<file path="src/rtl/bet_entry_buf.sv">
// -----------------------------------------------------------------------------
// bet_entry_buf
//
// Clocked bet-entry block. An operator first scans a line count, then scans
// NUMS distinct numbers for each line. Every completed line is copied into an
// internal buffer which the draw-compare logic reads back through a
// combinational random-access port.
//
// Optional feature (compile-time macro): BET_UNDO_EN
//   When defined, an 'undo' strobe during entry throws away the line in
//   progress. When not defined, the 'undo' port exists but is ignored.
//
// Parameters
//   W          bit width of a bet number and of N_in
//   NUMS       numbers per bet line (2..8)
//   MAX_LINES  maximum number of bet lines (1..15)
//   MAX_VAL    largest legal bet number (legal range 1..MAX_VAL)
//
// Ports
//   clk          system clock, rising edge
//   reset        asynchronous, active-low reset
//   scan         one-cycle strobe: N_in is valid this cycle
//   SYSRDY       system ready; scans are accepted only when high
//   N_in         entered value (line count or bet number)
//   undo         one-cycle strobe: discard line in progress (BET_UNDO_EN)
//   rd_line      read-port line index
//   rd_pos       read-port position index
//   rd_data      buffer[rd_line][rd_pos], 0 if the line is not stored yet
//   cur_line     numbers of the line in progress, position 0 in the LSBs
//   RD_ERR       last accepted scan was rejected
//   V            a valid line count was just taken
//   finish       all lines have been entered
//   number       position the next number will fill
//   lines_total  line count entered
//   lines_done   complete lines stored
// -----------------------------------------------------------------------------
module bet_entry_buf #(
  parameter int W         = 5,
  parameter int NUMS      = 4,
  parameter int MAX_LINES = 6,
  parameter int MAX_VAL   = 31,
  localparam int LW = (MAX_LINES > 1) ? $clog2(MAX_LINES) : 1,
  localparam int PW = (NUMS > 1) ? $clog2(NUMS) : 1,
  localparam int CW = $clog2(MAX_LINES + 1)
) (
  input  logic              clk,
  input  logic              reset,
  input  logic              scan,
  input  logic              SYSRDY,
  input  logic [W-1:0]      N_in,
  input  logic              undo,
  input  logic [LW-1:0]     rd_line,
  input  logic [PW-1:0]     rd_pos,
  output logic [W-1:0]      rd_data,
  output logic [NUMS*W-1:0] cur_line,
  output logic              RD_ERR,
  output logic              V,
  output logic              finish,
  output logic [PW-1:0]     number,
  output logic [CW-1:0]     lines_total,
  output logic [CW-1:0]     lines_done
);

  localparam logic [1:0] S_COUNT = 2'd0;
  localparam logic [1:0] S_ENTRY = 2'd1;
  localparam logic [1:0] S_DONE  = 2'd2;

  logic [1:0]    r_state;
  logic [W-1:0]  r_buf [MAX_LINES][NUMS];
  logic [W-1:0]  r_cur [NUMS];
  logic          r_err;
  logic          r_v;
  logic          r_fin;
  logic [PW-1:0] r_num;
  logic [CW-1:0] r_total;
  logic [CW-1:0] r_done;

  logic          w_accept;
  logic          w_undo;
  logic          w_dup;
  logic          w_countOk;
  logic          w_numOk;
  logic          w_lineFull;
  logic [CW-1:0] w_doneNext;

  assign w_accept   = scan && SYSRDY;
  assign w_lineFull = (int'(r_num) == NUMS - 1);
  assign w_doneNext = r_done + 1'b1;

`ifdef BET_UNDO_EN
  // Undo only matters while a line is being entered; COUNT and DONE ignore it.
  assign w_undo = undo && (r_state == S_ENTRY);
`else
  logic w_unused;
  assign w_unused = undo;
  assign w_undo   = 1'b0;
`endif

  // A number is a duplicate if it matches any position already filled in the
  // current line; positions at or beyond 'number' are stale and not compared.
  always_comb begin
    w_dup = 1'b0;
    for (int i = 0; i < NUMS; i++) begin
      if ((i < int'(r_num)) && (r_cur[i] == N_in)) begin
        w_dup = 1'b1;
      end
    end
  end

  assign w_countOk = (N_in != '0) && (int'(N_in) <= MAX_LINES);
  assign w_numOk   = (N_in != '0) && (int'(N_in) <= MAX_VAL) && !w_dup;

  always_ff @(posedge clk or negedge reset) begin
    if (!reset) begin
      r_state <= S_COUNT;
      r_err   <= 1'b0;
      r_v     <= 1'b0;
      r_fin   <= 1'b0;
      r_num   <= '0;
      r_total <= '0;
      r_done  <= '0;
      for (int p = 0; p < NUMS; p++) begin
        r_cur[p] <= '0;
      end
      for (int l = 0; l < MAX_LINES; l++) begin
        for (int p = 0; p < NUMS; p++) begin
          r_buf[l][p] <= '0;
        end
      end
    end else begin
      case (r_state)
        S_COUNT: begin
          if (w_accept) begin
            if (!w_countOk) begin
              r_err <= 1'b1;
            end else begin
              r_total <= CW'(N_in);
              r_done  <= '0;
              r_num   <= '0;
              r_v     <= 1'b1;
              r_err   <= 1'b0;
              for (int p = 0; p < NUMS; p++) begin
                r_cur[p] <= '0;
              end
              r_state <= S_ENTRY;
            end
          end
        end

        S_ENTRY: begin
          if (w_undo) begin
            // Undo wins over a simultaneous scan, which is simply dropped.
            r_num <= '0;
            r_err <= 1'b0;
            for (int p = 0; p < NUMS; p++) begin
              r_cur[p] <= '0;
            end
          end else if (w_accept) begin
            if (!w_numOk) begin
              r_err <= 1'b1;
            end else begin
              r_err <= 1'b0;
              r_v   <= 1'b0;
              if (!w_lineFull) begin
                r_cur[r_num] <= N_in;
                r_num        <= r_num + 1'b1;
              end else begin
                // Last number of the line: the stored copy takes N_in directly
                // since r_cur does not hold it yet.
                for (int p = 0; p < NUMS; p++) begin
                  r_buf[r_done][p] <= (p == NUMS - 1) ? N_in : r_cur[p];
                  r_cur[p]         <= '0;
                end
                r_done <= w_doneNext;
                r_num  <= '0;
                if (w_doneNext == r_total) begin
                  r_fin   <= 1'b1;
                  r_state <= S_DONE;
                end
              end
            end
          end
        end

        S_DONE: begin
          r_state <= S_DONE;
        end

        default: begin
          r_state <= S_COUNT;
        end
      endcase
    end
  end

  // Only completed lines are visible; anything at or beyond lines_done reads 0.
  always_comb begin
    rd_data = '0;
    if ((int'(rd_line) < int'(r_done)) && (int'(rd_pos) < NUMS)) begin
      rd_data = r_buf[rd_line][rd_pos];
    end
  end

  for (genvar g = 0; g < NUMS; g++) begin : g_curLine
    assign cur_line[g*W +: W] = r_cur[g];
  end

  assign RD_ERR      = r_err;
  assign V           = r_v;
  assign finish      = r_fin;
  assign number      = r_num;
  assign lines_total = r_total;
  assign lines_done  = r_done;

endmodule
</file>
<file path="config.mk">
export PLATFORM = sky130hd
export DESIGN_NAME = bet_entry_buf
export DESIGN_NICKNAME = d
export VERILOG_FILES = /design/src/rtl/bet_entry_buf.sv
export SDC_FILE = /design/constraint.sdc
export NUM_CORES = 1
export LEC_CHECK = 0
export BUFFER_PORTS_ARGS = -buffer_cell sky130_fd_sc_hd__buf_2
export CELL_PAD_IN_SITES_DETAIL_PLACEMENT = 0
export CELL_PAD_IN_SITES_GLOBAL_PLACEMENT = 2
export CORE_ASPECT_RATIO = 1.5
export CORE_MARGIN = 2
export CORE_UTILIZATION = 47
export DETAILED_ROUTE_END_ITERATION = 8
export PLACE_DENSITY_LB_ADDON = 0.1
export SLEW_MARGIN = 20
export SYNTH_ARGS = -nofsm -noshare
export SYNTH_HDL_FRONTEND = slang
export SYNTH_SLANG_ARGS = --single-unit
</file>
<file path="constraint.sdc">
create_clock -name clk -period 7.53 [get_ports clk]
set_input_delay 1.1295 -clock clk [delete_from_list [all_inputs] [get_ports clk]]
set_output_delay 1.1295 -clock clk [all_outputs]
set_load 0.05 [all_outputs]
</file>
# Word level (Yosys, flattened, before mapping)
# Cells that the tools add are included.
# Widths: inputs -> output; s select.
# classes
bitwise_logic	4
add_sub_neg	2
muxes	60
magnitude_cmp	11
n_reduce_logical	19
eq_ne	13
# op_table
op	count
$bwmux 120	4
$demux 20 s3	4
$mux 20	8
$bmux 20 s3	1
$pmux 20 s2	1
$mux 5	5
$mux 2	11
$bwmux 20	1
$eq 5x5->1	3
$mux 15	1
$mux 3	5
$ne 2x2->1 const B	6
$reduce_and 6->1	2
$mux 1	11
$bmux 5 s2	1
$demux 5 s2	1
$mux 10	1
$reduce_and 5->1	2
$ge 4x4->1 const B	2
$logic_and 1x1->1	8
$not 3->4	2
$ge 3x3->1 const B	2
$not 2->3	2
$pmux 2 s3	1
20 further kinds	24
# word_totals
ff_bits	153
wordCells	144
out_inout_bits	36
in_bits	15

# Longest topological paths before layout
# logic_depth
ltp_word	10
depth_mapped	9
depth_no_buf	8

# Least setup slack after synthesis
# Ideal clock, no wire load.
# synth_path
path_kind	input port to output port
from	in rd_line[0]
to	out rd_data[0]
t_arrival_ns	3.094
n_path_buf	2
slack_ns	3.306
path_stages	5
t_required_ns	6.400
cell_sequence	buf_1 -> buf_2 -> mux4_2 -> mux2i_1 -> o22ai_1
# synth_between
elab_chain_cells	8
word_cells_on_any_way	9
classes_between	order compare: 1; mux: 7; bitwise: 1
# synth_rtl
element	line	rtl
from (decl)	52	input logic [LW-1:0] rd_line,
$not 3->4 (not written as such)	200	rd_data = r_buf[rd_line][rd_pos];
$bmux 20 s3	200	
$mux 20 (not written as such) (2 in a row)	200	
$bmux 5 s2	200	
$mux 5 (not written as such) (2 in a row)	200	
$mux 5 *	199	if ((int'(rd_line) < int'(r_done)) && (int'(rd_pos) < NUMS)) begin
to (decl)	54	output logic [W-1:0] rd_data,
# Every way passes the cells marked *; elsewhere a longest branch is shown, timed or not. The select of a mux whose other input is x is not followed.

# Worst setup path after layout
# layout_path
from	in rd_line[0]
to	out rd_data[2]
# The elaborated chain is that of the path after synthesis.

==> results_dict.tcl <==
set metrics [dict create \
    yosys.cell_count.top_type "dfrtp_1" \
    synth.distinct_cells 47 \
    gp_congestion 0.7862 \
    p_leak_nw 4.093 \
    yosys_most_used_dff "dfrtp_1" \
    r2r_cells 6 \
    grt-ovfl-total 0 \
    worst-path-max-fanout 31 \
    clk_path_buf_depth 2 \
    grt_pass1_vias 4707 \
    r2r_setup_slack_ns 4.37 \
    post-cts-setup-buffer-count 0 \
    min_path_type "reg2reg" \
    critical_path_class "in2out" \
    worstMarginPinSlew_ns 1.108 \
    status "complete, no violations" \
    viasPerCell 5.827 \
    die-width_um 106.5 \
    cp.required_ns 6.40 \
    cpPeakStageDelay_ns 0.60 \
    fin_ws_ns 3.085 \
    cp-end-kind "output port" \
    post-route-period-util_pct 59.04 \
    maxCapViolations 0 \
    syn_to_final_growth_pct 12.28 \
    wire_per_inst_um 22.84 \
    syn-num-nets 540 \
    grt_pass1_wl_mm 27.51 \
    critPathSlowestCell "mux4_2" \
    fin_skew_ns 0.01288 \
    placedCellCount 725 \
    grt_max_degree 84 \
    numCtsBuffers 17 \
    postSynthAreaPerCell_um2 14.34 \
    multi_input_area_um2 3282 \
    syn_area_um2 7400 \
    place_ws_ns 3.027 \
    synth_area_leader_cell "dfrtp_1" \
    num_vias 4411 \
    crit_buf_inv 4 \
    drtAntennaViolNets 0 \
    initialDrtViolationCount 218 \
    drive_above_1_share_pct 33.03 \
    cts-root-buf "clkbuf_16" \
    critPathLaunchType "primary input" \
    drc_errors 0 \
    finalSetupViolCount 0 \
    final_cells 757 \
    clkTransAtPathRegs_ns 0.06 \
    ctsHoldBuffers 0 \
    hold_viol 0 \
    min_path_cells 1 \
    coreArea_um2 15550 \
    seqCellArea_um2 3829 \
    synth-seq-cells 153 \
    cp.arrival_ns 3.32 \
    drt_pass1_iterations 4 \
    timing.fmax_ghz 0.2250 \
    yosysSeqAreaShare_pct 51.74 \
    synth-edff-count 0 \
    dieHeight_um 157.7 \
    netlist_instances 516 \
    rows 56 \
    synth_commonest_cells "153 x dfrtp_1, 66 x mux2_1, 37 x mux2_2, 35 x mux4_2, 22 x buf_2" \
    rsz0062_at_grt "no" \
    synthTopCellsByArea "dfrtp_1 52%, mux4_2 11%, mux2_1 10%" \
    antenna_cells 0 \
    die_area_um2 16780 \
    dp_hpwl_mm 11.27 \
    drt-total-wl_mm 17.29 \
    fin_tns_setup_ns 0 \
    crit_chain "buf_2 -> buf_4 -> mux4_2 -> mux4_2 -> inv_1 -> o22ai_1 -> buf_2" \
    period_needed_ns 4.445 \
    htree_levels 4 \
    path_depth 7 \
    fin_nets 565 \
    cts_tree "built" \
    cts_sinks 153 \
    cts_resized 0 \
    io_buffer_count 49 \
    ir_drop_uv 189.1 \
    netlist.area_leader.share_pct 51.74 \
    start_util_pct 47.57 \
    n_fill_cell 1348 \
    grt_use_total_pct 22.40 \
    cpLargestDelayFamily "multiplexers" \
    antenna_found_initial 0 \
    slew_headroom_pct 26.16 \
    ys_async_sr_fraction_pct 100.0 \
    slew_viol_final 0 \
    yosysWarnings 0 \
    ioPinCount 51 \
    power_density_nw_per_um2 258.5 \
    clk_latency_ns 0.43 \
]
[metrics by stage]
stage	hold WS (ns)	cell area, µm²	total power [mW]	utilization, %
final	0.4820	8308	2.147	53.41
after global routing	0.4975	8308	2.238	53.41
after global placement	0.4569	7714	1.313	49.59
after detailed placement	0.4621	7714	1.319	49.59
after floorplan	0.4533	7400	1.201	-
after CTS	0.4839	8304	2.169	53.39
[path summary, 6_finish.rpt]
kind,startpoint,to
setup / recovery,rd_line[0],rd_data[2]
hold / removal,r_buf[115],r_buf[115]
setup reg to reg,cur_line[3],r_buf[26]
hold reg to reg,r_buf[115],r_buf[115]
max in group asynchronous,reset,r_buf[90]
min in group asynchronous,reset,r_buf[71]
[area by class of cell]
| class | count | area share [%] |
|---|---|---|
| Clock buffer | 20 | 5.617 |
| Tap cell | 203 | 3.057 |
| Inverter | 16 | 0.7229 |
| Sequential cell | 153 | 46.08 |
| Clock inverter | 12 | 1.491 |
| Timing Repair Buffer | 54 | 3.524 |
| Multi-Input combinational cell | 299 | 39.50 |
[cells in the final DEF, fill, tap and decap left out, drive strengths merged, types with 5 or more instances in the layout]
master / Yosys / layout
clkinv: 0 / 6
inv: 16 / 16
nor2: 10 / 10
dfrtp: 153 / 153
xnor2: 16 / 16
clkbuf: 19 / 20
and2: 5 / 5
mux2i: 5 / 5
or4: 7 / 7
mux4: 35 / 35
nand2: 14 / 14
a21oi: 6 / 6
nor3: 6 / 6
a22o: 16 / 16
ha: 9 / 9
buf: 29 / 54
o22ai: 6 / 6
mux2: 123 / 123
[worst register-to-register path, stage by stage (launching register included)]
cell	delay [ns]
dfrtp_1	0.53
xnor2_1	0.20
nand4_1	0.13
o32ai_1	0.13
or3_4	0.49
or4_1	1.04
mux2_1	0.53
[report_power, final]
group | total, mW | internal, mW | leakage [nW] | switching [mW]
Combinational | 0.358 | 0.111 | 1.69 | 0.247
Clock | 0.847 | 0.511 | 0.284 | 0.336
Sequential | 0.943 | 0.864 | 2.12 | 0.0788
[flip-flops by register name, summed over array words and instances, names as in the netlist]
register     cells
r_buf          120
cur_line        20
lines_done       3
lines_total      3
number           2
r_state          2
RD_ERR           1
V                1
finish           1
[routing by layer]
| metal | up-vias | track usage, % | share of wire, % |
|---|---|---|---|
| li1 | 1937 | - | - |
| met1 | 2349 | 27.57 | 43 |
| met2 | 92 | 38.49 | 52 |
| met3 | 33 | 4.652 | 3.3 |
| met4 | 0 | 9.276 | 2.3 |
| met5 | - | 0 | 0 |
[cell families (layout without fill, tap and decap cells)]
logic type,count (synthesis),count (layout),synth area share [%]
simple gates,60,60,4.380
mux,163,163,31.06
buf+inv,64,102,4.058
xor+xnor,19,19,2.249
flops,153,153,51.74
compound gates,48,48,4.988
fa+ha+maj,9,9,1.522
Note: power is estimated with default switching activity, not from simulation.
